File: config.mk
export PLATFORM = sky130hd
export DESIGN_NAME = atomic_unit
export DESIGN_NICKNAME = d
export VERILOG_FILES = /design/src/rtl/atomic_unit.sv
export SDC_FILE = /design/constraint.sdc
export NUM_CORES = 1
export LEC_CHECK = 0
export ABC_AREA = 1
export CORE_MARGIN = 3
export CORE_UTILIZATION = 60
export CTS_CLUSTER_SIZE = 30
export DETAILED_ROUTE_END_ITERATION = 10
export PLACE_DENSITY = 0.84
export SETUP_SLACK_MARGIN = 0.4
export SYNTH_ARGS = -nofsm -noshare
export SYNTH_HDL_FRONTEND = slang
export SYNTH_SLANG_ARGS = --single-unit
File: constraint.sdc
create_clock -name clk -period 4.95 [get_ports clk]
set_input_delay 1.2375 -clock clk [delete_from_list [all_inputs] [get_ports clk]]
set_output_delay 1.2375 -clock clk [all_outputs]
set_load 0.05 [all_outputs]
File: src/rtl/atomic_unit.sv
// atomic_unit
// RV32A execution unit sitting in the MEM stage. Runs LR.W, SC.W and the
// AMO*.W family as multi-cycle read-modify-write sequences on a private
// data-memory port and owns the single LR/SC reservation.
//
// Ports
//   clk, reset_n        clock, asynchronous active-low reset
//   start               valid, unflushed atomic instruction in MEM
//   funct5              instr[31:27], selects the atomic operation
//   addr                rs1 value (effective address)
//   rs2_data            forwarded rs2 operand
//   advance             MEM/WB register enabled this cycle
//   clear_reservation   trap / interrupt / mret taken
//   atomic_unit_stall   freezes the pipeline while a sequence is in flight
//   result              rd write-back value
//   result_valid        result is valid (DONE state)
//   misaligned_exc      addr[1:0] != 0 (DONE state)
//   mem_req/mem_we/mem_addr/mem_wdata   registered memory request
//   mem_ack/mem_rdata   memory completion and read data
module atomic_unit #(
    parameter int XLEN = 32
) (
    input  logic            clk,
    input  logic            reset_n,
    input  logic            start,
    input  logic [4:0]      funct5,
    input  logic [XLEN-1:0] addr,
    input  logic [XLEN-1:0] rs2_data,
    input  logic            advance,
    input  logic            clear_reservation,
    output logic            atomic_unit_stall,
    output logic [XLEN-1:0] result,
    output logic            result_valid,
    output logic            misaligned_exc,
    output logic            mem_req,
    output logic            mem_we,
    output logic [XLEN-1:0] mem_addr,
    output logic [XLEN-1:0] mem_wdata,
    input  logic            mem_ack,
    input  logic [XLEN-1:0] mem_rdata
);

    localparam logic [4:0] F_LR   = 5'b00010;
    localparam logic [4:0] F_SC   = 5'b00011;
    localparam logic [4:0] F_ADD  = 5'b00000;
    localparam logic [4:0] F_XOR  = 5'b00100;
    localparam logic [4:0] F_AND  = 5'b01100;
    localparam logic [4:0] F_OR   = 5'b01000;
    localparam logic [4:0] F_MIN  = 5'b10000;
    localparam logic [4:0] F_MAX  = 5'b10100;
    localparam logic [4:0] F_MINU = 5'b11000;
    localparam logic [4:0] F_MAXU = 5'b11100;

    typedef enum logic [2:0] {
        IDLE,
        READ,
        MODIFY,
        WRITE,
        DONE
    } state_t;

    state_t          state;
    state_t          state_next;
    logic [4:0]      op_q;
    logic [XLEN-1:0] addr_q;
    logic [XLEN-1:0] rs2_q;
    logic [XLEN-1:0] old_q;
    logic [XLEN-1:0] amo_new;
    logic            mis_q;
    logic            res_valid;
    logic [XLEN-1:0] res_addr;

    logic is_lr_q;
    logic is_sc_q;
    logic is_sc_in;
    logic misaligned_in;
    logic sc_ok;

    assign is_lr_q       = (op_q == F_LR);
    assign is_sc_q       = (op_q == F_SC);
    assign is_sc_in      = (funct5 == F_SC);
    assign misaligned_in = (addr[1:0] != 2'b00);
    assign sc_ok         = res_valid && (res_addr == addr);

    // Stall is gated by reset_n so every output is 0 while reset is held,
    // even if start is still asserted by the pipeline.
    assign atomic_unit_stall = reset_n &&
                               (((state == IDLE) && start) ||
                                (state == READ) || (state == MODIFY) ||
                                (state == WRITE));
    assign result_valid      = (state == DONE);
    assign misaligned_exc    = (state == DONE) && mis_q;

    always_ff @(posedge clk or negedge reset_n) begin
        if (!reset_n) begin
            state <= IDLE;
        end else begin
            state <= state_next;
        end
    end

    always_comb begin
        state_next = state;
        case (state)
            IDLE: begin
                if (start) begin
                    if (misaligned_in) begin
                        state_next = DONE;
                    end else if (is_sc_in) begin
                        state_next = sc_ok ? WRITE : DONE;
                    end else begin
                        state_next = READ;
                    end
                end
            end
            READ: begin
                if (mem_ack) begin
                    state_next = is_lr_q ? DONE : MODIFY;
                end
            end
            MODIFY: state_next = WRITE;
            WRITE: begin
                if (mem_ack) begin
                    state_next = DONE;
                end
            end
            DONE: begin
                if (advance) begin
                    state_next = IDLE;
                end
            end
            default: state_next = IDLE;
        endcase
    end

    // Unknown funct5 codes fall through to the default arm and act as SWAP.
    always_comb begin
        amo_new = rs2_q;
        case (op_q)
            F_ADD:  amo_new = old_q + rs2_q;
            F_XOR:  amo_new = old_q ^ rs2_q;
            F_AND:  amo_new = old_q & rs2_q;
            F_OR:   amo_new = old_q | rs2_q;
            F_MIN:  amo_new = ($signed(old_q) < $signed(rs2_q)) ? old_q : rs2_q;
            F_MAX:  amo_new = ($signed(old_q) > $signed(rs2_q)) ? old_q : rs2_q;
            F_MINU: amo_new = (old_q < rs2_q) ? old_q : rs2_q;
            F_MAXU: amo_new = (old_q > rs2_q) ? old_q : rs2_q;
            default: amo_new = rs2_q;
        endcase
    end

    // Datapath and registered memory port. Request fields are only loaded on
    // entry to READ/WRITE, so they stay stable while waiting for mem_ack.
    always_ff @(posedge clk or negedge reset_n) begin
        if (!reset_n) begin
            op_q      <= '0;
            addr_q    <= '0;
            rs2_q     <= '0;
            old_q     <= '0;
            mis_q     <= 1'b0;
            result    <= '0;
            mem_req   <= 1'b0;
            mem_we    <= 1'b0;
            mem_addr  <= '0;
            mem_wdata <= '0;
        end else begin
            case (state)
                IDLE: begin
                    if (start) begin
                        op_q   <= funct5;
                        addr_q <= addr;
                        rs2_q  <= rs2_data;
                        mis_q  <= misaligned_in;
                        result <= '0;
                        if (!misaligned_in) begin
                            if (is_sc_in) begin
                                if (sc_ok) begin
                                    mem_req   <= 1'b1;
                                    mem_we    <= 1'b1;
                                    mem_addr  <= addr;
                                    mem_wdata <= rs2_data;
                                end else begin
                                    result <= {{(XLEN-1){1'b0}}, 1'b1};
                                end
                            end else begin
                                mem_req  <= 1'b1;
                                mem_we   <= 1'b0;
                                mem_addr <= addr;
                            end
                        end
                    end
                end
                READ: begin
                    if (mem_ack) begin
                        old_q   <= mem_rdata;
                        result  <= mem_rdata;
                        mem_req <= 1'b0;
                    end
                end
                MODIFY: begin
                    mem_req   <= 1'b1;
                    mem_we    <= 1'b1;
                    mem_wdata <= amo_new;
                end
                WRITE: begin
                    if (mem_ack) begin
                        mem_req <= 1'b0;
                        mem_we  <= 1'b0;
                        if (is_sc_q) begin
                            result <= '0;
                        end
                    end
                end
                default: ;
            endcase
        end
    end

    // Reservation: every aligned SC drops it, LR sets it on read completion,
    // and clear_reservation overrides both because it is applied last.
    always_ff @(posedge clk or negedge reset_n) begin
        if (!reset_n) begin
            res_valid <= 1'b0;
            res_addr  <= '0;
        end else begin
            if ((state == IDLE) && start && !misaligned_in && is_sc_in) begin
                res_valid <= 1'b0;
            end
            if ((state == WRITE) && mem_ack && is_sc_q) begin
                res_valid <= 1'b0;
            end
            if ((state == READ) && mem_ack && is_lr_q) begin
                res_valid <= 1'b1;
                res_addr  <= addr_q;
            end
            if (clear_reservation) begin
                res_valid <= 1'b0;
            end
        end
    end

endmodule

======== Word level (Yosys, flattened, before mapping) ========
Cells that the tools add are included.
W data, S select, Z words.
word-level totals
  bits in registers ....................... 236
  input bits .............................. 107
  output and inout port bits .............. 101
  logic and storage cells ................. 122
operators by class
  add/sub/neg operators ................... 1
  magnitude comparators ................... 4
  equal/unequal tests ..................... 26
  mux-type cells .......................... 43
  bitwise gates (word level) .............. 4
  reductions and logical operators ........ 31
operators with widths
  operator              count
  $mux W32              14
  $pmux W32 S8          1
  $pmux W32 S3          1
  $gt A32 B32 Y1        2
  $lt A32 B32 Y1        2
  $pmux W32 S2          1
  $add A32 B32 Y32      1
  $and A32 B32 Y32      1
  $eq A32 B32 Y1        1
  $or A32 B32 Y32       1
  $xor A32 B32 Y32      1
  $mux W3               8
  $eq A5 B5 Y1 const B  4
  $reduce_and A5 Y1     4
  $ne A2 B2 Y1 const B  8
  $eq A5 B2 Y1 const B  3
  $mux W1               15
  $pmux W3 S5           1
  $eq A5 B4 Y1 const B  2
  $logic_and A1 B1 Y1   10
  $reduce_bool A3 Y1    3
  $reduce_and A4 Y1     2
  $eq A3 B2 Y1 const B  2
  $pmux W1 S3           2
  14 further kinds      19

======== Logic depth before layout (Yosys ltp) ========
  depth after elaboration ................. 8
  depth in mapped cells ................... 22
  depth with buffers taken out ............ 20

======== Worst setup path before layout ========
Ideal clock, no wire load.
  path type ............................... input port to output port
  start ................................... input port start
  end ..................................... output port atomic_unit_stall
  data arrival time ....................... 2.087 ns
  data required time ...................... 3.713 ns
  setup slack ............................. 1.625 ns
  cell stages on the path ................. 2
  path buffers ............................ 0
  path through ............................ inv_1 -> a21oi_1
between the ends
  word-level cells in the longest chain between the ends .. 5
RTL lines
  element                           RTL line  RTL
  from (decl)                       25        input logic start,
  $logic_and A1 B1 Y1               88        (((state == IDLE) && start) ||
  $logic_or A1 B1 Y1                88
  $logic_or A1 B1 Y1 (2 in series)  89        (state == READ) || (state == MODIFY) ||
  $logic_and A1 B1 Y1               87        assign atomic_unit_stall = reset_n &&
  to (decl)                         31        output logic atomic_unit_stall,
No other way between the ends.

======== Worst setup path after layout ========
  start ................................... register old_q[19]
  end ..................................... register mem_wdata[13]
between the ends
  word-level cells in the longest chain between the ends .. 4
  elaborated cells on any way between the ends .. 10
  those cells by class .................... order compare (4); mux (6)
RTL lines
  element                                 RTL line  RTL
  from (decl)                             67        logic [XLEN-1:0] old_q;
  from (signal assigned)                  195       old_q <= mem_rdata;
  $gt A32 B32 Y1 (tied with other cells)  147       F_MAXU: amo_new = (old_q > rs2_q) ? old_q : rs2_q;
  $mux W32, on equally long branches      -
  $pmux W32 S8 (*)                        139       case (op_q)
  $pmux W32 S2 (*)                        167       case (state)
  to (signal assigned)                    181       mem_wdata <= rs2_data;
  to (signal assigned)                    203       mem_wdata <= amo_new;
  to (decl)                               38        output logic [XLEN-1:0] mem_wdata,
Every way passes the cells marked *; elsewhere a longest branch is shown, timed or not.
A chain may end at the register's enable or synchronous reset.

==> results_dict.tcl <==
set metrics [dict create \
    synthSimpleGateAreaFrac_pct 28.8 \
    use_met2_pct 59.0 \
    hold_viol 0 \
    clkTransAtPathRegs_ns 0.06 \
    ys_ff_latch 236 \
    final_cell_mix "587 x nand2_1, 268 x o21ai_0, 236 x dfrtp_1" \
    syn_area_per_cell_um2 7.01 \
    finalWirelength_mm 53.3 \
    insertion_delay_ns 0.57 \
    slowest_stage "buf_4" \
    tightest_slew_ns 1.03 \
    antenna_found_initial 1 \
    firstDrtPassIters 6 \
    hpwl_mm 35.7 \
    path_delay_family "simple AND/OR/NAND/NOR gates" \
    cts_hold_repair.buffers 0 \
    grt_overflow 0 \
    cts_setup_buffers 0 \
    required_ns 5.38 \
    worstPathCellList "inv_1, ha_1, inv_2, a21oi_1, nand2_1, nand2_1, nand2_1, a21oi_4, buf_4, nand2_2, nand2_1, nand2_2, nand2_1, buf_4, nand2_1, nand3_1, nand2_1, o21ai_1, a21oi_1" \
    nNetsFinal 2618 \
    rows 58 \
    cts_num_sinks 236 \
    synth_top_area_cell "dfrtp_1" \
    critPathKind "register to register" \
    fill_cells 1982 \
    start_util_pct 61.8 \
    finalCriticalPeriod_ns 3.77 \
    crit_path_max_incr_delay_ns 0.47 \
    synth_nets 2455 \
    async_flop_share_pct 100 \
    wire_per_inst_um 19.3 \
    skew_ns 0.0171 \
    cts_tree "yes" \
    synth_top_area_share_pct 37.4 \
    synthAdderAreaFrac_pct 7.74 \
    synthesis.area_mm2 0.0158 \
    synth_edf_count 0 \
    hp-class "register to register" \
    place.gp.congestion 0.999 \
    setup.worst_path.start_class "register" \
    viasPerCell 6.07 \
    vias 16800 \
    end_kind "register" \
    worst_path_most_repeated_cell "nand2_1" \
    clockBufferDepth 3 \
    crit_buf_inv 4 \
    cts_resized 0 \
    met3_usage_pct 9.30 \
    synth_xor_area_share_pct 0.943 \
    die_y_um 168 \
    drv_slew 0 \
    grt_pass1_vias 16500 \
    drtIter0Drc 1684 \
    htree_levels 1 \
    post-route-period-util_pct 76.2 \
    synth_warnings 0 \
    io_buffer_count 207 \
    synthTopCellsByArea "dfrtp_1 37%, nand2_1 14%, o21ai_0 8.5%, ha_1 7.6%, nand3_1 7.3%" \
    slew_headroom_pct 31.4 \
    core_mm2 0.0255 \
    drc 0 \
    status "finished, final reports clean" \
    use_met1_pct 46.8 \
    tns_ns 0 \
    rsz0062_at_grt "false" \
    drive_gt1_share_pct 5.01 \
    grt_usage_pct 36.6 \
    netlist_instances 2251 \
    synth-seq-area-share_pct 37.4 \
    dieArea_mm2 0.0283 \
    maxCapViolCount 0 \
    grt_pass1_wl_mm 84.5 \
    grt_max_degree 103 \
    ys.flop_type "dfrtp_1" \
    fmax_mhz 265 \
    final_antenna_net_count 0 \
    io_pins 208 \
    critical_path.max_fanout 32 \
    cts-root-buf "clkbuf_16" \
    final_common_cell "nand2_1" \
    synth.area.mux_share_pct 0.143 \
    grt_most_used_layer "met2" \
    cp.arrival_ns 4.20 \
    setup-violations-final 0 \
    antenna_cells 0 \
    synth_compound_area_share_pct 16.9 \
    die_w_um 168 \
    synthToLayoutAreaGrowth_pct 20.7 \
    synthDistinctLibCells 48 \
    cts_inserted_buffers 26 \
    synth_top_family_by_area "simple AND/OR/NAND/NOR gates" \
]
==> metal layers <==
metal / part of all wire, % / up-vias / wire length, um
met5: 0.017 / - / 9
met3: 11 / 174 / 5880
met4: 4.5 / 2 / 2370
li1: - / 7754 / -
met2: 45 / 951 / 24000
met1: 39 / 7883 / 21000
==> sequential cells by signal, indices dropped and copies added (netlist names) <==
register	cells
res_addr	32
op_q	5
old_q	32
mem_addr	32
result	32
mem_we	1
mis_q	1
addr_q	32
mem_wdata	32
rs2_q	32
mem_req	1
state	3
res_valid	1
==> cell families (layout without fill, tap and decap cells) <==
| kind of cell | Yosys count | after routing |
|---|---|---|
| AND/OR/NAND/NOR | 1081 | 1081 |
| AO/OA/AOI/OAI | 495 | 495 |
| buffers and inverters | 323 | 506 |
| flip-flops | 236 | 236 |
| adder cells (fa/ha/maj) | 97 | 97 |
| XOR/XNOR | 17 | 17 |
| multiplexers | 2 | 2 |
==> cell type report <==
class | instances | area (um2) | area share (%)
Clock buffer | 38 | 806 | 4.23
Sequential cell | 236 | 5910 | 31.0
Tap cell | 330 | 413 | 2.17
Timing Repair Buffer | 238 | 2340 | 12.3
Inverter | 220 | 826 | 4.34
Clock inverter | 10 | 120 | 0.631
Multi-Input combinational cell | 1692 | 8630 | 45.3
==> cell usage after synthesis (5+ instances only) <==
library cell	number
a211oi_1	26
a21oi_1	141
buf_2	18
clkbuf_1	78
dfrtp_1	236
ha_1	96
inv_1	205
inv_2	14
nand2_1	587
nand2_2	6
nand3_1	231
nand4_1	22
nor2_1	189
nor3_1	18
nor4_1	8
o211ai_1	21
o21ai_0	268
o21ai_1	10
o22ai_1	10
or2_2	5
xnor2_1	5
xor2_1	12
==> worst paths after layout <==
check                                       startpoint                         to  slack (ns)  cells past startpoint
max in group asynchronous                      reset_n      addr_q[5]$_DFFE_PN0P_        2.58                      3
worst max-delay path             old_q[19]$_DFFE_PN0P_  mem_wdata[13]$_DFFE_PN0P_        1.18                     19
min in group asynchronous                      reset_n   mem_wdata[9]$_DFFE_PN0P_        0.57                      1
worst max register to register   old_q[19]$_DFFE_PN0P_  mem_wdata[13]$_DFFE_PN0P_        1.18                     19
worst min-delay path            result[22]$_DFFE_PN0P_     result[22]$_DFFE_PN0P_        0.47                      2
worst min register to register  result[22]$_DFFE_PN0P_     result[22]$_DFFE_PN0P_        0.47                      2
==> stage by stage <==
step | cells | setup WS, ns | util (%) | hold WS, ns | area [um2]
final | 2764 | 1.18 | 74.6 | 0.470 | 19000
after CTS | 2764 | 1.27 | 74.6 | 0.471 | 19000
after floorplan | 2251 | 1.63 | - | 0.438 | 15800
after global routing | 2764 | 1.00 | 74.6 | 0.487 | 19000
after global placement | 2716 | 1.08 | 70.9 | 0.452 | 18100
after detailed placement | 2716 | 0.917 | 70.9 | 0.457 | 18100
==> worst reg2reg max path: cells and delay by family, from the launching register on <==
family	cells	cell delay, ns
flops	1	0.45
simple gates	10	1.16
fa+ha+maj	1	0.44
compound gates	4	0.68
buf+inv	4	0.92
Power is left out: the tool's default activity adds up to more than one toggle a clock period on the data nets, which glitch-free logic cannot reach.
